### src/rtl/ps2_move_rx.sv
// rtl/ps2_move_rx.sv - PS/2 Set-2 receiver that turns make codes into cube move strobes
module ps2_move_rx #(
    parameter int TIMEOUT_CYCLES = 200000
) (
    input  logic       clk,
    input  logic       btn_reset,
    input  logic       ps2_clk,
    input  logic       ps2_data,
    output logic [7:0] scan_code,
    output logic       code_valid,
    output logic       frame_err,
    output logic       key_cw,
    output logic       key_ccw,
    output logic       key_hrot,
    output logic       key_vrot,
    output logic       key_reset
);

    typedef enum logic [1:0] {IDLE, DATA, PARITY, STOP} state_t;

    state_t      state, state_n;
    logic        clk_s1, clk_s2, clk_prev, dat_s1, dat_s2;
    logic        fall, bit_q;
    logic [2:0]  cnt, cnt_n;
    logic [7:0]  shift, shift_n;
    logic        par, par_n;
    logic [17:0] tcnt, tcnt_n;
    logic        brk, brk_n, ext, ext_n;
    logic [7:0]  scan_n;
    logic        valid_n, err_n;
    logic [4:0]  keys, keys_n;

    // Sample bit is registered alongside the edge so both line up in the same cycle.
    always_ff @(posedge clk or posedge btn_reset) begin
        if (btn_reset) begin
            clk_s1   <= 1'b1;
            clk_s2   <= 1'b1;
            clk_prev <= 1'b1;
            dat_s1   <= 1'b1;
            dat_s2   <= 1'b1;
            fall     <= 1'b0;
            bit_q    <= 1'b1;
        end else begin
            clk_s1   <= ps2_clk;
            clk_s2   <= clk_s1;
            clk_prev <= clk_s2;
            dat_s1   <= ps2_data;
            dat_s2   <= dat_s1;
            fall     <= clk_prev & ~clk_s2;
            bit_q    <= dat_s2;
        end
    end

    always_ff @(posedge clk or posedge btn_reset) begin
        if (btn_reset) begin
            state      <= IDLE;
            cnt        <= 3'd0;
            shift      <= 8'h00;
            par        <= 1'b0;
            tcnt       <= 18'd0;
            brk        <= 1'b0;
            ext        <= 1'b0;
            scan_code  <= 8'h00;
            code_valid <= 1'b0;
            frame_err  <= 1'b0;
            keys       <= 5'd0;
        end else begin
            state      <= state_n;
            cnt        <= cnt_n;
            shift      <= shift_n;
            par        <= par_n;
            tcnt       <= tcnt_n;
            brk        <= brk_n;
            ext        <= ext_n;
            scan_code  <= scan_n;
            code_valid <= valid_n;
            frame_err  <= err_n;
            keys       <= keys_n;
        end
    end

    always_comb begin
        state_n = state;
        cnt_n   = cnt;
        shift_n = shift;
        par_n   = par;
        brk_n   = brk;
        ext_n   = ext;
        scan_n  = scan_code;
        valid_n = 1'b0;
        err_n   = 1'b0;
        keys_n  = 5'd0;
        tcnt_n  = (state == IDLE || fall) ? 18'd0 : tcnt + 18'd1;

        if (fall) begin
            case (state)
                IDLE: begin
                    if (!bit_q) begin
                        state_n = DATA;
                        cnt_n   = 3'd0;
                    end
                end
                DATA: begin
                    shift_n = {bit_q, shift[7:1]};
                    cnt_n   = cnt + 3'd1;
                    if (cnt == 3'd7) state_n = PARITY;
                end
                PARITY: begin
                    par_n   = bit_q;
                    state_n = STOP;
                end
                STOP: begin
                    state_n = IDLE;
                    if (bit_q && (^{shift, par})) begin
                        valid_n = 1'b1;
                        scan_n  = shift;
                        if (shift == 8'hF0) begin
                            brk_n = 1'b1;
                        end else if (shift == 8'hE0) begin
                            ext_n = 1'b1;
                        end else begin
                            // Break and extended prefixes suppress the following key.
                            if (!brk && !ext) begin
                                case (shift)
                                    8'h23:   keys_n = 5'b00001;
                                    8'h1C:   keys_n = 5'b00010;
                                    8'h1D:   keys_n = 5'b00100;
                                    8'h1B:   keys_n = 5'b01000;
                                    8'h2D:   keys_n = 5'b10000;
                                    default: keys_n = 5'b00000;
                                endcase
                            end
                            brk_n = 1'b0;
                            ext_n = 1'b0;
                        end
                    end else begin
                        err_n = 1'b1;
                        brk_n = 1'b0;
                        ext_n = 1'b0;
                    end
                end
                default: state_n = IDLE;
            endcase
        end else if (state != IDLE && tcnt == 18'(TIMEOUT_CYCLES - 1)) begin
            state_n = IDLE;
            err_n   = 1'b1;
            brk_n   = 1'b0;
            ext_n   = 1'b0;
            tcnt_n  = 18'd0;
        end
    end

    assign key_cw    = keys[0];
    assign key_ccw   = keys[1];
    assign key_hrot  = keys[2];
    assign key_vrot  = keys[3];
    assign key_reset = keys[4];

endmodule

### config.mk
export PLATFORM = sky130hd
export DESIGN_NAME = ps2_move_rx
export DESIGN_NICKNAME = d
export VERILOG_FILES = /design/src/rtl/ps2_move_rx.sv
export SDC_FILE = /design/constraint.sdc
export NUM_CORES = 1
export LEC_CHECK = 0
export BUFFER_PORTS_ARGS = -buffer_cell sky130_fd_sc_hd__buf_4
export CORE_ASPECT_RATIO = 0.7
export CORE_UTILIZATION = 45
export CTS_BUF_LIST = sky130_fd_sc_hd__clkbuf_16
export DETAILED_ROUTE_END_ITERATION = 12
export GPL_TIMING_DRIVEN = 0
export PLACE_DENSITY = 0.59
export REMOVE_ABC_BUFFERS = 1
export SYNTH_ARGS = -nofsm -noshare
export SYNTH_HDL_FRONTEND = slang
export SYNTH_SLANG_ARGS = --single-unit
### constraint.sdc
create_clock -name clk -period 5 [get_ports clk]
set_clock_uncertainty 0.1 [all_clocks]
set_input_delay 0.75 -clock clk [delete_from_list [all_inputs] [get_ports clk]]
set_output_delay 0.75 -clock clk [all_outputs]
set_load 0.05 [all_outputs]
# After elaboration in Yosys (flattened, before gate mapping)
# Index checks and enable logic that the tools add are counted.
# totals
reg_bits,56
inputBits,4
out_inout_bits,15
word_cells,93
# op_classes
addsub,2
eq_ne,18
n_mux,35
n_bitwise,2
reduce_logical,18
# op_table
cell,count
18-bit two-way mux,3
5-bit two-way mux,6
5-bit one-hot mux with 5 select lines,1
"8-bit by 5-bit == test with 1-bit output, second input constant",3
"18-bit by 1-bit adder with 18-bit output, second input constant",1
"18-bit == test, second input constant",1
1-bit two-way mux,18
"8-bit by 6-bit == test with 1-bit output, second input constant",2
"8-bit == test, second input constant",2
3-bit AND reduction,5
"3-bit inequality test, second input constant",3
9-bit parity,1
2-bit two-way mux,4
2-bit one-hot mux with 4 select lines,1
3-bit one-hot mux with 2 select lines,1
2-bit nonzero test,3
"2-bit == test, second input constant",2
"4-bit inequality test, second input constant",1
2-bit AND reduction,2
"3-bit by 1-bit adder with 3-bit output, second input constant",1
"3-bit == test, second input constant",1
1-bit logical AND,3
3-bit two-way mux,1
"2-bit by 1-bit == test with 1-bit output, second input constant",1
7 further kinds,8

# Depth between registers and ports, before layout
# depth
word_depth,8
mapped_depth,7
depth_no_buf,7

# Worst setup path before layout
# No wires, ideal clock.
# synth_timing
path_kind,flip-flop to flip-flop
from,register shift[5]
to,register scan_code[1]
setup_ns,0.125
arrival_ns,1.760
t_required_ns,4.775
setup_slack_ns,3.015
stages_incl_launch_ff,6
n_path_buf,1
period_less_slack_ns,1.985
path_cell_list,dfrtp_1 > xor2_1 > xnor3_2 > mux2i_2 > buf_6 > mux2_2
# synth_via
elab_chain_cells,3
# synth_lines
element,line_no,source
from (decl),25,"logic [7:0] shift, shift_n;"
from (signal assigned),70,shift <= shift_n;
9-bit parity,114,"if (bit_q && (^{shift, par})) begin"
1-bit logical AND,114,
3-bit AND reduction (no source line),-,
to (signal assigned),75,scan_code <= scan_n;
to (decl),9,"output logic [7:0] scan_code,"
# No other way between the ends.
# A chain may end at the register's enable or synchronous reset.

# Worst setup path after layout
# layout_timing
from,register shift[5]
to,register scan_code[7]
# Same word-level chain as after synthesis.

==> reports/metrics.cfg <==
[clock_tree]
postCtsSetupBuffers=0
clk-insertion-delay-late_ns=0.29
cts_tree=yes
cts_buffer_depth=2
post_cts_resized=0
cts_hold_buf=0
htree_levels=2
cts_buffers=5
cts-root-buf=clkbuf_16
clock_sinks=56
clkTransAtPathRegs_ns=0.07

[power]
vdd_drop_max_mv=0.260
power_frac_seq_pct=43.1
pwr-share-comb_pct=30.2
p_int_mw=0.962
switching_share_pct=32.9
p_sw_mw=0.471
finalPower_mw=1.43
power_per_cell_area_nw_per_um2=487
pwr-share-clk_pct=26.7
leakage_nw=1.36

[placement]
dpl.hpwl_um=3080
placed_cells=317
port_buffers=18
place_congestion=0.765
post-place-ws_ns=2.58

[synthesis]
ys_seq_area_share_pct=54.7
syn-mean-instance-area_um2=11.0
yosys.area_share.simple_pct=18.3
yosysUniqueCellTypes=45
synth_fa_ha_area_share_pct=3.40
muxShareOfSynthArea_pct=6.61
syn_inst=234
synth_xor_area_share_pct=8.60
netlist_area_um2=2570
synthFlopType=dfrtp_1
synth_top_family_by_area=simple AND/OR/NAND/NOR gates
ys_warn_count=0
synth_compound_area_share_pct=5.30
ys_async_sr_fraction_pct=100
ys_seq_elements=56
synth_edf_count=0

[hold_path]
min_path_type=reg2reg

[die]
fp-row-count=22
die_area_um2=6030
fp.dieW_um=92.4
die_height_um=65.3
start_util_pct=48.0
ioPinCount=19
core-area_um2=5370

[global_route]
grt_first_pass_wirelength_um=7530
antenna_found_initial=0
grt_max_degree=42
grt_pass1_vias=1527
grtUsageTotal_pct=16.4
overflow=0

[critical_path]
critical_path.max_fanout=13
cp.arrival_ns=2.52
required_ns=5.07
cp-end-kind=flop
critPathLaunchType=flop
critical_path_class=reg2reg

[sta]
max_freq_ghz=0.409
fin_ws_ns=2.55
rsz0062_at_grt=false
finalHoldViolCount=0
max_slew_margin_pct=50.4
tightestPinTransition_ns=0.730
slew_viol_final=0
fin_setup_tns_ns=0
fin_crit_sh_pct=48.9
period_needed_ns=2.45
setup_viol=0

[cells_and_area]
stdcell_count=325
insertedDiodeCount=0
final_nets=263
area_growth_pct=14.2
drive_above_1_share_pct=20.9
final_core_util_pct=54.8

[flow_run]
maxCapViolCount=0

[detailed_routing]
postRouteWirelength_um=4370
vias_per_cell=5.07
first_pass_iters=4
drc=0
ant_nets=0
vias=1647
post_drt_wl_per_cell_um=13.5
initialDrtViolationCount=90

[outcome]
status=finished clean

layer usage:
metal | GRT usage [%] | vias to the layer above | wire, um
met2 | 21.2 | 23 | 1620
li1 | - | 833 | -
met3 | 3.82 | 4 | 146
met4 | 4.69 | 0 | 41
met5 | 0 | - | 0
met1 | 26.5 | 787 | 2560
cells in the mapped netlist (all sizes together), types with 7 or more instances:
library cell  number  area share (%)
nand2             24             3.5
mux2              13             5.7
o21ai              9             1.7
xor2              11             3.7
ha                 7             3.4
nor4               7             1.9
xnor2              9             3.1
nor2              28             4.2
inv               10             1.5
dfrtp             50              49
nand3             11             2.1
cell type report:
type | instances | area, um2
clock buffer | 5 | 125
clock inverter | 3 | 37.5
fill | 489 | 2430
inverter | 10 | 37.5
multi-input combinational | 160 | 1090
sequential | 56 | 1410
tap | 72 | 90.1
timing repair buffer | 19 | 155
cells in the final DEF (no fill, tap or decap), types with 2 or more instances in the layout:
| cell type | count |
|---|---|
| inv_1 | 9 |
| a21oi_1 | 6 |
| nor2b_1 | 2 |
| and3_1 | 4 |
| nand2_1 | 24 |
| nor2_1 | 27 |
| dfstp_2 | 6 |
| nand3_1 | 11 |
| o21ai_0 | 9 |
| nand4_1 | 5 |
| dfrtp_1 | 50 |
| ha_1 | 7 |
| mux2_2 | 13 |
| clkinv_1 | 2 |
| nor3_1 | 2 |
| xor2_1 | 11 |
| xnor2_1 | 9 |
| buf_4 | 18 |
| clkbuf_16 | 5 |
| nor4_1 | 6 |
worst max-delay path: stages (launching register included):
cell and delay, ns:
dfrtp_1 0.50, xor2_1 0.21, xnor3_2 0.49, mux2i_2 0.63
mux2_2 0.41
path summary, 6_finish.rpt:
| kind | start | end | slack [ns] | depth (start not counted) |
|---|---|---|---|---|
| hold / removal | clk_s1 | clk_s2 | 0.26 | 0 |
| setup / recovery | shift[5] | scan_code[7] | 2.55 | 4 |
| hold reg to reg | clk_s1 | clk_s2 | 0.26 | 0 |
| min in group asynchronous | btn_reset | scan_code[6] | 0.32 | 2 |
| max in group asynchronous | btn_reset | keys[1] | 3.96 | 3 |
| setup reg to reg | shift[5] | scan_code[7] | 2.55 | 4 |
power groups by stage:
stage / clock network [mW] / registers (mW) / logic (mW)
after floorplan: 0 / 0.645 / 0.306
after global placement: 0 / 0.624 / 0.426
after detailed placement: 0 / 0.625 / 0.433
after CTS: 0.396 / 0.616 / 0.437
after global routing: 0.409 / 0.631 / 0.477
final: 0.382 / 0.617 / 0.433
per-stage QoR:
| step | hold WS (ns) | instance area [um2] |
|---|---|---|
| detailed placement | 0.247 | 2780 |
| finish | 0.257 | 2940 |
| global placement | 0.245 | 2760 |
| floorplan | 0.245 | 2530 |
| CTS | 0.257 | 2940 |
| global route | 0.260 | 2940 |
state kept, by name, summed over array words and instances, names as in the netlist:
register / cells
tcnt: 18
scan_code: 8
shift: 8
keys: 5
cnt: 3
state: 2
bit_q: 1
brk: 1
clk_prev: 1
clk_s1: 1
clk_s2: 1
code_valid: 1
dat_s1: 1
dat_s2: 1
ext: 1
fall: 1
frame_err: 1
par: 1
logic make-up (layout without fill, tap and decap cells):
group | Yosys count | count (layout)
compound gates | 22 | 22
xor+xnor | 22 | 22
fa+ha+maj | 7 | 7
buf+inv | 18 | 37
flops | 56 | 56
mux | 15 | 15
simple gates | 94 | 94
No activity file was read; power rests on OpenSTA's default activity.
